File: config.mk
export PLATFORM = sky130hd
export DESIGN_NAME = dmem_arbiter_flat
export DESIGN_NICKNAME = d
export VERILOG_FILES = /design/src/rtl/dmem_arbiter_pkg.sv /design/src/rtl/dmem_arbiter_if.sv /design/src/rtl/dmem_req_check.sv /design/src/rtl/dmem_arbiter.sv /design/src/flat_wrapper.sv
export SDC_FILE = /design/constraint.sdc
export NUM_CORES = 1
export LEC_CHECK = 0
export CAP_MARGIN = 15
export CORE_AREA = 2 2 122 124
export DETAILED_ROUTE_END_ITERATION = 10
export DIE_AREA = 0 0 124 126
export PLACE_DENSITY = 0.66
export SLEW_MARGIN = 25
export SYNTH_ARGS = -nofsm -noshare
export SYNTH_HDL_FRONTEND = slang
export SYNTH_SLANG_ARGS = --single-unit
File: constraint.sdc
create_clock -name clk -period 2.1 [get_ports clk]
set_input_delay 0.315 -clock clk [delete_from_list [all_inputs] [get_ports clk]]
set_output_delay 0.315 -clock clk [all_outputs]
set_load 0.01 [all_outputs]
File: src/rtl/dmem_arbiter_pkg.sv
// dmem_arbiter_pkg: shared definitions for the dmem arbiter slice.
//   XLEN   - data/address width
//   size_e - access size encodings carried on *_size / mem_lwhb / mem_swhb
//   port_e - requester identity (C = CPU MEM stage, D = DMA/loader)
package dmem_arbiter_pkg;

    localparam int unsigned XLEN = 32;

    typedef enum logic [1:0] {
        SZ_NONE = 2'b00,
        SZ_BYTE = 2'b01,
        SZ_HALF = 2'b10,
        SZ_WORD = 2'b11
    } size_e;

    typedef enum logic {
        PORT_C = 1'b0,
        PORT_D = 1'b1
    } port_e;

endpackage

File: src/rtl/dmem_arbiter_if.sv
// dmem_arbiter_if: bundles both requester ports and the dmem port.
//   c_* / d_* : request fields in, gnt/rvalid/rdata/err out (arbiter view)
//   mem_*     : dmem control out, mem_rd in (arbiter view)
// Modports: slave = arbiter, master = environment (requesters + dmem).
interface dmem_arbiter_if #(
    parameter int unsigned XLEN = dmem_arbiter_pkg::XLEN
);
    logic            c_req,    d_req;
    logic            c_we,     d_we;
    logic [XLEN-1:0] c_addr,   d_addr;
    logic [XLEN-1:0] c_wdata,  d_wdata;
    logic [1:0]      c_size,   d_size;
    logic            c_lu,     d_lu;
    logic            c_gnt,    d_gnt;
    logic            c_rvalid, d_rvalid;
    logic [XLEN-1:0] c_rdata,  d_rdata;
    logic            c_err,    d_err;
    logic            mem_we;
    logic [XLEN-1:0] mem_a;
    logic [XLEN-1:0] mem_wd;
    logic [1:0]      mem_lwhb;
    logic [1:0]      mem_swhb;
    logic            mem_lu;
    logic [XLEN-1:0] mem_rd;

    modport slave (
        input  c_req, c_we, c_addr, c_wdata, c_size, c_lu,
        input  d_req, d_we, d_addr, d_wdata, d_size, d_lu,
        output c_gnt, c_rvalid, c_rdata, c_err,
        output d_gnt, d_rvalid, d_rdata, d_err,
        output mem_we, mem_a, mem_wd, mem_lwhb, mem_swhb, mem_lu,
        input  mem_rd
    );

    modport master (
        output c_req, c_we, c_addr, c_wdata, c_size, c_lu,
        output d_req, d_we, d_addr, d_wdata, d_size, d_lu,
        input  c_gnt, c_rvalid, c_rdata, c_err,
        input  d_gnt, d_rvalid, d_rdata, d_err,
        input  mem_we, mem_a, mem_wd, mem_lwhb, mem_swhb, mem_lu,
        output mem_rd
    );

endinterface

File: src/rtl/dmem_req_check.sv
// dmem_req_check: combinational legality check of one dmem request.
//   i_addr - byte address
//   i_size - access size (size_e encoding)
//   o_err  - 1 = illegal size, misaligned, or beyond DMEM_BYTES
module dmem_req_check
    import dmem_arbiter_pkg::*;
#(
    parameter int unsigned AW         = XLEN,
    parameter int unsigned DMEM_BYTES = 4096
) (
    input  logic [AW-1:0] i_addr,
    input  logic [1:0]    i_size,
    output logic          o_err
);

    always_comb begin
        o_err = 1'b0;
        if (i_size == SZ_NONE)                           o_err = 1'b1;
        if (i_size == SZ_WORD && i_addr[1:0] != 2'b00)   o_err = 1'b1;
        if (i_size == SZ_HALF && i_addr[0])              o_err = 1'b1;
        if (i_addr >= AW'(DMEM_BYTES))                   o_err = 1'b1;
    end

endmodule

File: src/rtl/dmem_arbiter.sv
// dmem_arbiter: single-issue arbiter sharing dmem between CPU (C) and DMA (D).
//   clk, reset - clock, synchronous active-high reset
//   bus        - dmem_arbiter_if.slave: both request ports and the dmem port
// Grants and dmem controls are combinational; responses are registered and
// appear exactly one cycle after the grant.
module dmem_arbiter
    import dmem_arbiter_pkg::*;
#(
    parameter int unsigned XLEN       = dmem_arbiter_pkg::XLEN,
    parameter int unsigned DMEM_BYTES = 4096,
    parameter int unsigned CPU_PRIO   = 0,
    parameter int unsigned MAX_WAIT   = 4
) (
    input  logic           clk,
    input  logic           reset,
    dmem_arbiter_if.slave  bus
);

    port_e           r_last;
    logic [3:0]      r_wait_cnt;
    logic            r_c_rvalid;
    logic            r_d_rvalid;
    logic            r_err;
    logic [XLEN-1:0] r_rdata;

    logic            w_c_gnt;
    logic            w_d_gnt;
    logic            w_force_d;
    logic            w_any;
    logic            w_we;
    logic [XLEN-1:0] w_addr;
    logic [XLEN-1:0] w_wdata;
    logic [1:0]      w_size;
    logic            w_lu;
    logic            w_chk_err;
    logic            w_err;
    logic            w_ok;

    // Grant selection; D is decided first and C takes whatever is left.
    always_comb begin
        w_c_gnt   = 1'b0;
        w_d_gnt   = 1'b0;
        w_force_d = 1'b0;
        if (!reset) begin
            if (CPU_PRIO != 0) begin
                w_force_d = bus.d_req && (r_wait_cnt == 4'(MAX_WAIT));
                w_d_gnt   = bus.d_req && (!bus.c_req || w_force_d);
            end else begin
                w_d_gnt   = bus.d_req && (!bus.c_req || r_last == PORT_C);
            end
            w_c_gnt = bus.c_req && !w_d_gnt;
        end
    end

    always_ff @(posedge clk) begin
        if (reset) begin
            r_last     <= PORT_C;
            r_wait_cnt <= '0;
        end else begin
            if (w_c_gnt)      r_last <= PORT_C;
            else if (w_d_gnt) r_last <= PORT_D;

            if (!bus.d_req || w_d_gnt)
                r_wait_cnt <= '0;
            else if (CPU_PRIO != 0 && r_wait_cnt != 4'hF)
                r_wait_cnt <= r_wait_cnt + 4'd1;
        end
    end

    // Request mux: fields of the granted port (C fields when idle, unused).
    assign w_any   = w_c_gnt | w_d_gnt;
    assign w_we    = w_d_gnt ? bus.d_we    : bus.c_we;
    assign w_addr  = w_d_gnt ? bus.d_addr  : bus.c_addr;
    assign w_wdata = w_d_gnt ? bus.d_wdata : bus.c_wdata;
    assign w_size  = w_d_gnt ? bus.d_size  : bus.c_size;
    assign w_lu    = w_d_gnt ? bus.d_lu    : bus.c_lu;

    dmem_req_check #(
        .AW         (XLEN),
        .DMEM_BYTES (DMEM_BYTES)
    ) u_check (
        .i_addr (w_addr),
        .i_size (w_size),
        .o_err  (w_chk_err)
    );

    assign w_err = w_any && w_chk_err;
    assign w_ok  = w_any && !w_chk_err;

    always_comb begin
        bus.mem_we   = 1'b0;
        bus.mem_a    = '0;
        bus.mem_wd   = '0;
        bus.mem_lwhb = SZ_NONE;
        bus.mem_swhb = SZ_NONE;
        bus.mem_lu   = 1'b0;
        if (w_ok) begin
            bus.mem_a  = w_addr;
            bus.mem_lu = w_lu;
            if (w_we) begin
                bus.mem_we   = !reset;
                bus.mem_swhb = w_size;
                bus.mem_wd   = w_wdata;
            end else begin
                bus.mem_lwhb = w_size;
            end
        end
    end

    // Shared response register; only one port can be valid, so err/rdata
    // are qualified per port on the way out.
    always_ff @(posedge clk) begin
        if (reset) begin
            r_c_rvalid <= 1'b0;
            r_d_rvalid <= 1'b0;
            r_err      <= 1'b0;
            r_rdata    <= '0;
        end else begin
            r_c_rvalid <= w_c_gnt;
            r_d_rvalid <= w_d_gnt;
            r_err      <= w_err;
            r_rdata    <= (w_ok && !w_we) ? bus.mem_rd : '0;
        end
    end

    assign bus.c_gnt    = w_c_gnt;
    assign bus.d_gnt    = w_d_gnt;
    assign bus.c_rvalid = r_c_rvalid;
    assign bus.d_rvalid = r_d_rvalid;
    assign bus.c_err    = r_c_rvalid & r_err;
    assign bus.d_err    = r_d_rvalid & r_err;
    assign bus.c_rdata  = r_c_rvalid ? r_rdata : '0;
    assign bus.d_rdata  = r_d_rvalid ? r_rdata : '0;

endmodule

File: src/flat_wrapper.sv
// flat-port wrapper written by rule: the top's interface ports become plain ports
module dmem_arbiter_flat import dmem_arbiter_pkg::*;
#(
    parameter int unsigned XLEN       = dmem_arbiter_pkg::XLEN,
    parameter int unsigned DMEM_BYTES = 4096,
    parameter int unsigned CPU_PRIO   = 0,
    parameter int unsigned MAX_WAIT   = 4
)
  (clk, reset, bus_c_req, bus_c_we, bus_c_addr, bus_c_wdata, bus_c_size, bus_c_lu, bus_d_req, bus_d_we, bus_d_addr, bus_d_wdata, bus_d_size, bus_d_lu, bus_c_gnt, bus_c_rvalid, bus_c_rdata, bus_c_err, bus_d_gnt, bus_d_rvalid, bus_d_rdata, bus_d_err, bus_mem_we, bus_mem_a, bus_mem_wd, bus_mem_lwhb, bus_mem_swhb, bus_mem_lu, bus_mem_rd);
  dmem_arbiter_if #(.XLEN(XLEN)) bus_i ();
  input  logic clk;
  input  logic reset;
  input wire logic [$bits(bus_i.c_req)-1:0] bus_c_req;
  input wire logic [$bits(bus_i.c_we)-1:0] bus_c_we;
  input wire logic [$bits(bus_i.c_addr)-1:0] bus_c_addr;
  input wire logic [$bits(bus_i.c_wdata)-1:0] bus_c_wdata;
  input wire logic [$bits(bus_i.c_size)-1:0] bus_c_size;
  input wire logic [$bits(bus_i.c_lu)-1:0] bus_c_lu;
  input wire logic [$bits(bus_i.d_req)-1:0] bus_d_req;
  input wire logic [$bits(bus_i.d_we)-1:0] bus_d_we;
  input wire logic [$bits(bus_i.d_addr)-1:0] bus_d_addr;
  input wire logic [$bits(bus_i.d_wdata)-1:0] bus_d_wdata;
  input wire logic [$bits(bus_i.d_size)-1:0] bus_d_size;
  input wire logic [$bits(bus_i.d_lu)-1:0] bus_d_lu;
  output wire logic [$bits(bus_i.c_gnt)-1:0] bus_c_gnt;
  output wire logic [$bits(bus_i.c_rvalid)-1:0] bus_c_rvalid;
  output wire logic [$bits(bus_i.c_rdata)-1:0] bus_c_rdata;
  output wire logic [$bits(bus_i.c_err)-1:0] bus_c_err;
  output wire logic [$bits(bus_i.d_gnt)-1:0] bus_d_gnt;
  output wire logic [$bits(bus_i.d_rvalid)-1:0] bus_d_rvalid;
  output wire logic [$bits(bus_i.d_rdata)-1:0] bus_d_rdata;
  output wire logic [$bits(bus_i.d_err)-1:0] bus_d_err;
  output wire logic [$bits(bus_i.mem_we)-1:0] bus_mem_we;
  output wire logic [$bits(bus_i.mem_a)-1:0] bus_mem_a;
  output wire logic [$bits(bus_i.mem_wd)-1:0] bus_mem_wd;
  output wire logic [$bits(bus_i.mem_lwhb)-1:0] bus_mem_lwhb;
  output wire logic [$bits(bus_i.mem_swhb)-1:0] bus_mem_swhb;
  output wire logic [$bits(bus_i.mem_lu)-1:0] bus_mem_lu;
  input wire logic [$bits(bus_i.mem_rd)-1:0] bus_mem_rd;
  assign bus_i.c_req = bus_c_req;
  assign bus_i.c_we = bus_c_we;
  assign bus_i.c_addr = bus_c_addr;
  assign bus_i.c_wdata = bus_c_wdata;
  assign bus_i.c_size = bus_c_size;
  assign bus_i.c_lu = bus_c_lu;
  assign bus_i.d_req = bus_d_req;
  assign bus_i.d_we = bus_d_we;
  assign bus_i.d_addr = bus_d_addr;
  assign bus_i.d_wdata = bus_d_wdata;
  assign bus_i.d_size = bus_d_size;
  assign bus_i.d_lu = bus_d_lu;
  assign bus_c_gnt = bus_i.c_gnt;
  assign bus_c_rvalid = bus_i.c_rvalid;
  assign bus_c_rdata = bus_i.c_rdata;
  assign bus_c_err = bus_i.c_err;
  assign bus_d_gnt = bus_i.d_gnt;
  assign bus_d_rvalid = bus_i.d_rvalid;
  assign bus_d_rdata = bus_i.d_rdata;
  assign bus_d_err = bus_i.d_err;
  assign bus_mem_we = bus_i.mem_we;
  assign bus_mem_a = bus_i.mem_a;
  assign bus_mem_wd = bus_i.mem_wd;
  assign bus_mem_lwhb = bus_i.mem_lwhb;
  assign bus_mem_swhb = bus_i.mem_swhb;
  assign bus_mem_lu = bus_i.mem_lu;
  assign bus_i.mem_rd = bus_mem_rd;
  dmem_arbiter #(.XLEN(XLEN), .DMEM_BYTES(DMEM_BYTES), .CPU_PRIO(CPU_PRIO), .MAX_WAIT(MAX_WAIT)) u_core (.clk(clk), .reset(reset), .bus(bus_i));
endmodule
==> out/qor.yml, run 1 <==
floorplanning:
  num_io_pins: 312
  dieArea_um2: 15600
  die_width_um: 124
  core_um2: 14300
  initial_core_util: 0.195
  fp-row-count: 44
  fp.dieH_um: 126
setup_path:
  cp.required_ns: 1.78
  slowest_delay_ns: 0.52
  crit_path_end_kind: "output port"
  cp_cell_sequence: "buf_6, or4_4, o32a_4, buf_16, buf_12, nor4_2, buf_2"
  path_class: "in -> out"
  cp_slowest_cell: "or4_4"
  critPathLaunchType: "primary input"
  critPathArrivalTime_ns: 2.09
  cp_max_fo: 10
sta:
  finalCriticalPeriod_ns: 2.40
  relSlewSlack: 0.589
  fin_skew_ns: 0.00399
  worst_pin_slew_ns: 0.599
  hold_viol: 0
  setup_ws_ns: -0.303
  finalSetupViolCount: 50
  max_freq_mhz: 416
  slew_viol_final: 0
  rsz0062_at_grt: "yes"
  finalCritPeriodShare: 1.14
  setup-tns-final_ns: -10.46
logic_synthesis:
  ys_types: 29
  syn-cell-area_um2: 2790
  syn_avg_cell_area_um2: 8.55
  ys_seq_elements: 36
  synth_top_cell_area_share: 0.259
  ys_warn_count: 0
  synth-edff-count: 0
  async_flop_share: 0
  synth-main-ff-cell: "dfxtp_1"
  ys_seq_area_frac: 0.259
  synth_common_cells: "and2_1 (66), a22oi_1 (45), nor4_1 (42)"
  yosysMostFrequentCell: "and2_1"
  synth_top_cell_by_area: "dfxtp_1"
  synthCells: 326
  synth_area_leaders: "dfxtp_1 (26%), and2_1 (15%), a22oi_1 (12%), nor4b_2 (10%), nor4_1 (9.4%)"
outcome:
  outcome: "finished with violations"
  violations: "setup timing"
detailed_routing:
  drtPass1Iterations: 5
  drt-total-wl_mm: 14.8
  vias_per_cell: 4.62
  vias: 3859
  drtAntennaViolNets: 0
  drt_iter0_drc: 165
  detail_route.wl_per_cell_um: 17.7
  drcViolationCount: 0
final_layout:
  syn_to_final_growth_pct: 156
  drive_above_1_share: 0.353
  stdcell_area_um2: 7120
  postLayoutCoreUtil: 0.498
  fin_nets: 822
  antennaDiodeCount: 0
clock_network:
  clock-root-buffer: "clkbuf_16"
  clk_latency_ns: 0.28
  cts.sinks: 36
  cts_max_level: 2
  clockBufferDepth: 2
  cts_tree: "built"
  clk_pin_slew_ns: 0.05
  cts-buffers-inserted: 5
global_routing:
  grt_antenna_before_repair: 0
  grt_pass1_wl_mm: 21.3
  grt_usage: 0.178
  grt_pass1_vias: 3785
  grt_max_degree: 47
  overflow: 0
place:
  place_hpwl_mm: 10.9
  io_buffers: 291
  placed_area_um2: 6270
  routabilityCongestion: 0.854
power_and_ir_drop:
  ir_worst_vdd_mv: 0.337
  leakagePower_nw: 2.91
  p_per_area_nw_per_um2: 313
flow_run:
  maxCapViolCount: 0
min_path:
  hold_class: "in -> reg"
kinds of logic after synthesis:
logic type,Yosys count,share of synthesized area
DFF,36,0.259
buffers and inverters,62,0.131
muxes,7,0.0256
and+or+nand+nor,169,0.446
AOI/OAI and AO/OA,51,0.138
other,1,0.00135
worst max-delay path: cells and delay by family:
| kind | cells | cell delay [ns] |
|---|---|---|
| AOI/OAI and AO/OA | 1 | 0.39 |
| and+or+nand+nor | 2 | 0.78 |
| buffers and inverters | 4 | 0.59 |
flip-flops by register name, summed over array words and instances, names as in the netlist:
register,flops
u_core.r_rdata,32
u_core.r_err,1
u_core.r_last,1
u_core.bus.c_rvalid,1
u_core.bus.d_rvalid,1
area by class of cell:
type,instances,area [um2]
tap,184,230
clock inverter,2,35.0
sequential,36,722
inverter,3,11.3
clock buffer,6,129
multi-input combinational,247,2500
fill,1334,7190
timing repair buffer,357,3490
through the flow:
stage               cells  setup slack, ns  hold slack (ns)  total power [W]
finish                835           -0.303            0.495          0.00223
global route          835           -0.361            0.522          0.00231
CTS                   828           -0.415            0.529          0.00222
detailed placement    795            -1.05            0.534          0.00134
global placement      795            -1.01            0.494          0.00133
floorplan             345          -0.0203            0.387         0.000932
metal layers:
layer | GRT usage | wire [um]
met1 | 0.195 | 5400
met2 | 0.333 | 7790
met3 | 0.0417 | 1340
met4 | 0.0516 | 259
met5 | 0 | 0
power by group:
part / internal (W) / switching [W] / total [W]
registers: 0.000689 / 0.00000289 / 0.000692
logic: 0.000405 / 0.000308 / 0.000713
clock network: 0.000557 / 0.000264 / 0.000821
worst paths after layout:
path                                    to                        from  depth (start not counted)  slack, ns
min             u_core.r_last$_SDFFE_PP0N_                       reset                          3       0.49
min reg2reg     u_core.r_last$_SDFFE_PP0N_  u_core.r_last$_SDFFE_PP0N_                          2       0.53
max reg2reg  u_core.r_rdata[19]$_SDFF_PP0_  u_core.r_last$_SDFFE_PP0N_                          8       0.16
max                         bus_mem_wd[17]              bus_c_addr[20]                          7      -0.30
placed cells by master, fill, tap and decap left out, types with 6 or more instances in the layout:
cell,netlist,routed
a22oi_1,45,43
and2_1,66,66
buf_12,0,17
buf_16,0,6
buf_2,4,52
buf_4,22,33
buf_6,6,9
clkbuf_16,0,6
clkdlybuf4s15_1,0,10
clkdlybuf4s50_1,0,189
conb_1,1,20
dfxtp_1,36,35
dlygate4sd2_1,0,29
nor3_2,0,6
nor3_4,0,9
nor4_2,1,13
nor4_4,0,28
nor4b_1,13,11
nor4b_2,19,20
what timing repair did:
action	in CTS	in global routing
setup endpoints to repair	85	54
pin swaps	46	30
cloned	11	1
buffers inserted	16	14
hold buffers	0	0
gates resized for setup	348	57
Power figures use the tool's default switching activity.
==> run 2, diff against run 1 <==
--- a/config.mk
+++ b/config.mk
@@ -7,6 +7,7 @@
 export LEC_CHECK = 0
 export CAP_MARGIN = 15
 export CORE_AREA = 2 2 122 124
+export CTS_CLUSTER_SIZE = 20
 export DETAILED_ROUTE_END_ITERATION = 10
 export DIE_AREA = 0 0 124 126
 export PLACE_DENSITY = 0.66
==> results of run 2 <==
Final layout, timing and power as in run 1 (identical DEF).
==> run 3, diff against run 2 <==
--- a/config.mk
+++ b/config.mk
@@ -6,10 +6,10 @@
 export NUM_CORES = 1
 export LEC_CHECK = 0
 export CAP_MARGIN = 15
-export CORE_AREA = 2 2 122 124
+export CORE_AREA = 2 2 123 125
 export CTS_CLUSTER_SIZE = 20
 export DETAILED_ROUTE_END_ITERATION = 10
-export DIE_AREA = 0 0 124 126
+export DIE_AREA = 0 0 125 127
 export PLACE_DENSITY = 0.66
 export SLEW_MARGIN = 25
 export SYNTH_ARGS = -nofsm -noshare
==> out/qor.yml, run 3 (synthesis gave the netlist of run 1 again) <==
outcome:
  outcome: "finished with violations"
  violations: "setup timing"
final_layout:
  largest_reg_flops: 32  # unchanged
  stdcell_area_um2: 7290  # +2.4%
  top_register: "u_core.r_rdata"
  fillers: 1293  # -3.1%
  postLayoutCoreUtil: 0.505  # +0.00783
  drive_above_1_share: 0.363  # +0.00991
  antennaDiodeCount: 0  # unchanged
  syn_to_final_growth_pct: 162
  layout.cells.most_common: "clkdlybuf4s50_1"
  final_cell_mix: "clkdlybuf4s50_1 (191), and2_1 (66), buf_2 (55)"
  fin_nets: 818  # -0.49%
sta:
  rsz0062_at_grt: "yes"
  slew_viol_final: 0  # unchanged
  setup_ws_ns: -0.245  # +0.0580 ns
  relSlewSlack: 0.522  # -0.0672
  max_freq_mhz: 426  # +2.5%
  hold_viol: 0  # unchanged
  hold_ws_ns: 0.367  # -0.128 ns
  finalCritPeriodShare: 1.12  # -0.0276
  finalCriticalPeriod_ns: 2.35  # -0.0580 ns
  worst_pin_slew_ns: 0.697  # +0.0980 ns
  fin_skew_ns: 0.00216  # -0.00183 ns
  finalSetupViolCount: 50  # unchanged
setup_path:
  cp.required_ns: 1.78  # about the same
  slowest_delay_ns: 0.53  # about the same
  cp-startpoint: "bus_c_addr[20]"
  cp_cell_sequence: "buf_6, or4_4, o32a_4, buf_12, buf_16, nor4_4, buf_2"
  cp_max_fo: 6  # -4
  cp_slowest_cell: "or4_4"
  critPathLaunchType: "primary input"
  critPathArrivalTime_ns: 2.03  # -0.06 ns
  crit_path_end_kind: "output port"
  rr_startpoint: "u_core.r_last$_SDFFE_PP0N_"
  path_class: "in -> out"
clock_network:
  clk_pin_slew_ns: 0.05  # about the same
  clockBufferDepth: 2  # unchanged
  cts_max_level: 2  # unchanged
  cts_tree: "built"
  clk_latency_ns: 0.27  # about the same
  clock-root-buffer: "clkbuf_16"
  hold_buffers: 0  # unchanged
  cts-buffers-inserted: 5  # unchanged
  cts.sinks: 36  # unchanged
floorplanning:
  num_io_pins: 312  # unchanged
  fp-row-count: 44  # unchanged
  fp.dieH_um: 127  # +0.79%
  die_width_um: 125  # +0.81%
  dieArea_um2: 15900  # +1.6%
  core_um2: 14400  # +0.77%
  initial_core_util: 0.193  # -0.00149
detailed_routing:
  detail_route.wl_per_cell_um: 18.6  # +4.8%
  drt-total-wl_mm: 15.4  # +4.3%
  vias: 3919  # +1.6%
  drcViolationCount: 0  # unchanged
  drtPass1Iterations: 4  # -1
  drt_iter0_drc: 105  # -36%
  vias_per_cell: 4.72  # +2.0%
  drtAntennaViolNets: 0  # unchanged
power_and_ir_drop:
  ir_worst_vdd_mv: 0.242  # -28%
  power.total_w: 0.00226  # +1.3%
  leakagePower_nw: 2.94  # +1.2%
  p_per_area_nw_per_um2: 309  # -0.99%
min_path:
  hold_class: "in -> reg"
  hp-start: "reset"
global_routing:
  grt_antenna_before_repair: 0  # unchanged
  overflow: 0  # unchanged
  grt_max_degree: 47  # unchanged
  grt_pass1_vias: 3991  # +5.4%
  grt_usage: 0.177  # -0.000712
  grt_pass1_wl_mm: 22.2  # +4.3%
place:
  place_hpwl_mm: 10.5  # -3.3%
  placed_area_um2: 6140  # -2.0%
  routabilityCongestion: 0.837  # -2.0%
  io_buffers: 291  # unchanged
flow_run:
  maxCapViolCount: 0  # unchanged
run 3: cell types whose count changed in the layout (fill, tap and decap cells not counted), sizes merged:
cell	previous run	this run
clkdlybuf4s15	10	12
dlygate4sd2	29	25
buf	120	116
clkdlybuf4s50	189	191
run 3: power by group:
| group | leakage (nW) | internal, W | total, W | switching [W] |
|---|---|---|---|---|
| sequential | 0.291 | 0.000689 | 0.000692 | 0.00000363 |
| combinational | 2.57 | 0.000421 | 0.000747 | 0.000326 |
| clock | 0.0808 | 0.000557 | 0.000817 | 0.000259 |
| total | 2.94 | 0.00167 | 0.00226 | 0.000589 |
run 3: path summary, 6_finish.rpt:
kind,endpoint,cells after the start,slack (ns)
max,bus_mem_lwhb[0],7,-0.25
min,u_core.r_last$_SDFFE_PP0N_,3,0.37
max reg2reg,u_core.r_rdata[3]$_SDFF_PP0_,8,0.12
min reg2reg,u_core.r_last$_SDFFE_PP0N_,3,0.62
run 3: cell type report:
class | count | area (um2) | share of cell area
Timing Repair Buffer | 353 | 3570 | 0.489
Multi-Input combinational cell | 247 | 2590 | 0.356
Sequential cell | 36 | 724 | 0.0994
Tap cell | 184 | 230 | 0.0316
Clock buffer | 6 | 129 | 0.0177
Clock inverter | 2 | 35.0 | 0.00481
Inverter | 3 | 11.3 | 0.00154
run 3: metrics by stage:
stage	setup slack, ns	setup TNS [ns]	std cells
2_1_floorplan	-0.0203	-0.669	345
3_3_place_gp	-1.01	-60.90	785
3_5_place_dp	-1.05	-63.41	785
4_1_cts	-0.328	-11.81	823
5_1_grt	-0.289	-11.32	831
6_report	-0.245	-8.66	831
run 3: worst max-delay path: cells and delay by family:
kind	cells	cell delay [ns]
buffers and inverters	4	0.59
AOI/OAI and AO/OA	1	0.36
and+or+nand+nor	2	0.76
run 3: layer usage:
| metal | vias up | global-route usage | routed length, um |
|---|---|---|---|
| li1 | 1834 | - | - |
| met1 | 1815 | 0.195 | 5500 |
| met2 | 242 | 0.340 | 8330 |
| met3 | 28 | 0.0318 | 1150 |
| met4 | 0 | 0.0621 | 448 |
| met5 | - | 0 | 0 |
run 3: what timing repair did:
| item | 4_1_cts | 5_1_grt |
|---|---|---|
| buffers inserted | 20 | 7 |
| hold endpoints to repair | 0 | 0 |
| setup endpoints to repair | 84 | 64 |
| cloned | 11 | 5 |
| resized for setup | 362 | 56 |
| pin swaps | 47 | 40 |
==> patch 1: new RTL, flow settings as in run 3 <==
`CPU_PRIO` is set to 0 in 2 places; all go to 1.
--- a/src/rtl/dmem_arbiter.sv
+++ b/src/rtl/dmem_arbiter.sv
@@ -10,3 +10,3 @@
     parameter int unsigned DMEM_BYTES = 4096,
-    parameter int unsigned CPU_PRIO   = 0,
+    parameter int unsigned CPU_PRIO   = 1,
     parameter int unsigned MAX_WAIT   = 4
--- a/src/flat_wrapper.sv
+++ b/src/flat_wrapper.sv
@@ -5,3 +5,3 @@
     parameter int unsigned DMEM_BYTES = 4096,
-    parameter int unsigned CPU_PRIO   = 0,
+    parameter int unsigned CPU_PRIO   = 1,
     parameter int unsigned MAX_WAIT   = 4
Function: changed (Yosys sat finds a counterexample within 4 cycles, from zero or initial values and one cycle with reset high).
==> patch 1 against run 3 <==
The flow still finishes with violations (negative setup slack); fmax is 10% lower; synthesized area is 28% higher; final area is 7.1% higher; wire length is 8.7% higher; sequential cell count is 3 higher; first-iteration DRC count is 65% higher; clock skew is 3.8 ps higher; total power is 4.1% lower; worst setup slack worse by 260 ps; highest routed layer unchanged.
==> patch 1: results (changes against run 3) <==
preCtsSetupSlack_ps: -1030  # +15.3 ps
drtIter0Drc: 173  # +65%
global_route.usage.met2_pct: 37.5  # +3.5 points
ir_drop_v: 0.000239  # -1.1%
dp_hpwl_um: 12500  # +19%
synth_top_flop_cell: "dfxtp_1"
cpPeakStageDelay_ps: 460  # -70 ps
worstRegToRegCells: 10  # +2
dr_wl_met3_um: 1050  # -8.2%
crit_family: "buffers and inverters"
synth-compound-area-share_pct: 31.2  # +17 points
path_max_fanout: 3  # -3
grt_pass1_wl_um: 25300  # +14%
violations: "negative setup slack"
ys_seq_area_share_pct: 21.8  # -4.0 points
r2r-start: "u_core.r_wait_cnt[0]"
h-tree-depth: 2  # unchanged
fill_cells: 1322  # +2.2%
timing.final.ws_setup_ps: -506  # -261 ps
synthMuxAreaShare_pct: 1.75  # -0.81 points
cpMaxStageDelayCell: "clkdlybuf4s50_1"
grt_use_total_pct: 19.9  # +2.2 points
layout-drive-gt1-share_pct: 35.1  # -1.3 points
slew_headroom_pct: 66.2  # +14 points
status: "finished with violations"
internal_power_mw: 1.58  # -5.0%
holdWs_ps: 566  # +199 ps
r2r_end: "u_core.r_rdata[15]"
hold_start: "bus_mem_rd[31]"
routabilityCongestion: 0.899  # +7.4%
yosys.area_share.adder_pct: 0.699  # +0.70 points
p_comb_share_pct: 31.7  # -1.4 points
grt_pass1_vias: 4647  # +16%
synth-xor-area-share_pct: 0.245  # +0.24 points
wl_met2_um: 8920  # +7.1%
p_leak_nw: 3.10  # +5.4%
synth.distinct_cells: 43  # +48%
synth_area_leaders: "dfxtp_1 22%, a221oi_2 13%, a211oi_2 12%"
fin_nets: 946  # +16%
met1_usage_pct: 22.4  # +2.9 points
pwr-share-seq_pct: 34.5  # +3.8 points
worstHoldEndpoint: "u_core.r_rdata[31]"
met3_usage_pct: 3.14  # -0.042 points
skew_ps: 5.95  # +3.80 ps
wirelength_um: 16800  # +8.7%
met1Wirelength_um: 6290  # +15%
final-setup-viol-count: 50  # unchanged
finalSetupTns_ps: -19530  # -10880 ps
grt_max_degree: 35  # -26%
patch 1: cell types whose count changed after synthesis, moves of 15 or more:
cell / delta
a211oi_2: +35
a221oi_2: +32
nand3_1: +15
a211oi_1: +16
nor4_1: -35
nand2_1: +65
nor4b_2: -19
inv_1: +34
a22oi_1: -45
patch 1: how the worst max path moves through the flow:
stage	startpoint	end	slack (ps)	cells after the start
after floorplan	u_core.r_wait_cnt[0]	bus_mem_lwhb[0]	5	8
after global placement	bus_d_addr[15]	bus_mem_wd[10]	-1060	7
after detailed placement	bus_d_addr[15]	bus_mem_wd[10]	-1030	7
after CTS	u_core.r_wait_cnt[1]	bus_mem_wd[3]	-550	10
after global routing	u_core.r_wait_cnt[0]	bus_mem_wd[25]	-580	10
final	bus_d_addr[22]	bus_mem_wd[25]	-510	9
patch 1: what timing repair did:
| action | CTS | global route |
|---|---|---|
| gates cloned | 13 | 1 |
| endpoints found under the setup margin | 85 | 82 |
| buffers inserted | 23 | 6 |
| resized for setup | 312 | 13 |
| pin swaps | 62 | 16 |
| hold buffers | 0 | 0 |
patch 1: logic make-up after synthesis:
family / after synthesis
flops: 39
xor+xnor: 1
fa+ha+maj: 2
mux: 6
buf+inv: 101
compound gates: 92
simple gates: 192
other cells: 1
patch 1: layout make-up:
class,count,area (um^2),share of cell area (%)
Timing Repair Buffer,376,3840,49.2
Multi-Input combinational cell,313,2670,34.2
Sequential cell,39,783,10.0
Tap cell,184,230,2.95
Inverter,37,146,1.87
Clock buffer,6,129,1.65
Clock inverter,2,12.5,0.160
patch 1: metrics by stage:
stage	instance area (um^2)	power, mW	cells
2_1_floorplan	3730	0.987	453
3_3_place_gp	6910	1.37	909
3_5_place_dp	6910	1.38	909
4_1_cts	7700	2.18	952
5_1_grt	7810	2.26	957
6_report	7810	2.16	957
==> patch 2: new RTL, settings of run 3 <==
Made on the original files. Make the reset (`reset`) asynchronous in 2 clocked blocks. Comments in the files are not updated.
--- a/src/rtl/dmem_arbiter.sv
+++ b/src/rtl/dmem_arbiter.sv
@@ -54,3 +54,3 @@
 
-    always_ff @(posedge clk) begin
+    always_ff @(posedge clk or posedge reset) begin
         if (reset) begin
@@ -111,3 +111,3 @@
     // are qualified per port on the way out.
-    always_ff @(posedge clk) begin
+    always_ff @(posedge clk or posedge reset) begin
         if (reset) begin
Function: differs if reset is asserted again (counterexample within 4 cycles, from zero or initial values and one cycle with reset high); with reset held inactive, the same outputs for 10 cycles.
==> patch 2 against run 3 <==
The flow still finishes with violations (negative setup slack); synthesized cell count is 6.7% higher; wire length fell by 13%; clock power decreased by 1%; register-to-register slack better by 60 ps; total power shrank 3.8%; worst setup slack better by 73 ps; combinational power is 12% lower; via count decreased by 7.0%; critical path depth grew 1; sequential cell count did not move; die area is the same; synthesized area shrank 3.9%; cell count up 2.2%; final area down 11%; largest power group unchanged.
==> patch 2: results (changes against run 3) <==
ys_async_sr_fraction_pct: 100  # +100 points
synth.distinct_cells: 29  # unchanged
synth.avg_cell_area_um2: 7.70  # -10%
p_leak_nw: 2.91  # -1.2%
drt-wirelength-per-cell_um: 15.9  # -15%
path_max_fanout: 8  # +2
ir_drop_v: 0.000311  # +29%
worstRegToRegCells: 8  # unchanged
via_per_inst: 4.29  # -8.9%
grt_pass1_vias: 3909  # -2.1%
synth_common_cells: "99 x and2_1, 70 x nand2_1, 36 x a21oi_1, 36 x dfrtp_1, 23 x buf_4"
wirelength_um: 13500  # -13%
fin_nets: 836  # +2.2%
routabilityCongestion: 1.01  # +21%
violations: "negative setup slack"
dp_hpwl_um: 10700  # +1.2%
wl_met2_um: 7240  # -13%
grt_use_total_pct: 16.0  # -1.7 points
r2r_slack_ps: 180  # +60 ps
synthMuxAreaShare_pct: 6.73  # +4.2 points
grt_max_degree: 42  # -11%
drtIter0Drc: 62  # -41%
placed_cell_area_um2: 5890  # -4.1%
cts-root-buf: "clkbuf_16"
synth_area_leaders: "dfrtp_1 34%, and2_1 23%, nand2_1 9.8%"
timing.final.ws_setup_ps: -173  # +72.6 ps
cpPeakStageDelay_ps: 530  # about the same
ys_seq_area_share_pct: 33.6  # +7.8 points
r2r_end: "u_core.r_rdata[22]"
final-setup-viol-count: 49  # -2.0%
layout-drive-gt1-share_pct: 27.8  # -8.5 points
synth_top_flop_cell: "dfrtp_1"
r2r-start: "u_core.r_last"
status: "finished with violations"
dr.pass1.iters: 4  # unchanged
dp.cells: 830  # +5.7%
grt_pass1_wl_um: 20200  # -9.1%
met1_usage_pct: 16.8  # -2.7 points
hp-class: "input pin to async pin"
arrival_ps: 1960  # -70 ps
met3_usage_pct: 3.56  # +0.38 points
skew_ps: 2.52  # +0.366 ps
preCtsSetupSlack_ps: -906  # +142 ps
holdWs_ps: 483  # +116 ps
synth-xor-area-share_pct: 0  # unchanged
finalSetupTns_ps: -6270  # +2390 ps
synth-compound-area-share_pct: 8.83  # -5.0 points
global_route.usage.met2_pct: 31.0  # -3.0 points
met1Wirelength_um: 4850  # -12%
dr_wl_met3_um: 997  # -13%
[patch 2: changes by cell type after synthesis, moves of 13 or more]
| cell | run 3 | this run |
|---|---|---|
| dfxtp_1 | 36 | 0 |
| nor4_1 | 42 | 9 |
| a21oi_1 | 3 | 36 |
| nor4b_2 | 19 | 0 |
| a22oi_1 | 45 | 0 |
| nand2_1 | 1 | 70 |
| and2_1 | 66 | 99 |
| dfrtp_1 | 0 | 36 |
| nor4b_1 | 13 | 0 |
[patch 2: worst max-delay path, delay by kind of cell]
family,cells,cell delay (ps)
and+or+nand+nor,2,680
buffers and inverters,4,550
AOI/OAI and AO/OA,2,390
[patch 2: worst max-delay path by stage]
stage / startpoint / to / slack (ps) / depth (start not counted)
final: bus_d_addr[15] / bus_mem_wd[7] / -170 / 8
after global routing: u_core.r_last / bus_mem_wd[15] / -260 / 8
after CTS: u_core.r_last / bus_mem_wd[9] / -220 / 9
after detailed placement: bus_d_addr[15] / bus_mem_wd[5] / -910 / 7
after global placement: bus_d_addr[15] / bus_mem_lu / -890 / 7
after floorplan: bus_d_addr[15] / bus_mem_a[10] / -20 / 5
[patch 2: cell type report]
type                    instances  area, um^2
clock buffers                   6         129
clock inverters                 2        35.0
fillers                      1381        7960
inverters                       4        18.8
multi-input cells             285        2040
flip-flops and latches         36         901
well taps                     184         230
repair buffers                332        3100
[patch 2: power by group]
part / leakage (nW) / switching, mW / internal (mW)
clock: 0.0808 / 0.251 / 0.557
combinational: 2.33 / 0.286 / 0.369
sequential: 0.498 / 0.00523 / 0.702
[patch 2: logic make-up after synthesis]
group,after synthesis
compound gates,43
buf+inv,46
flops,36
mux,18
other cells,1
simple gates,204
[patch 2: what timing repair did]
action	in CTS	in global routing
pin swaps	35	7
setup buffers	13	1
cloned	5	0
gates resized for setup	364	43
endpoints found under the setup margin	84	51
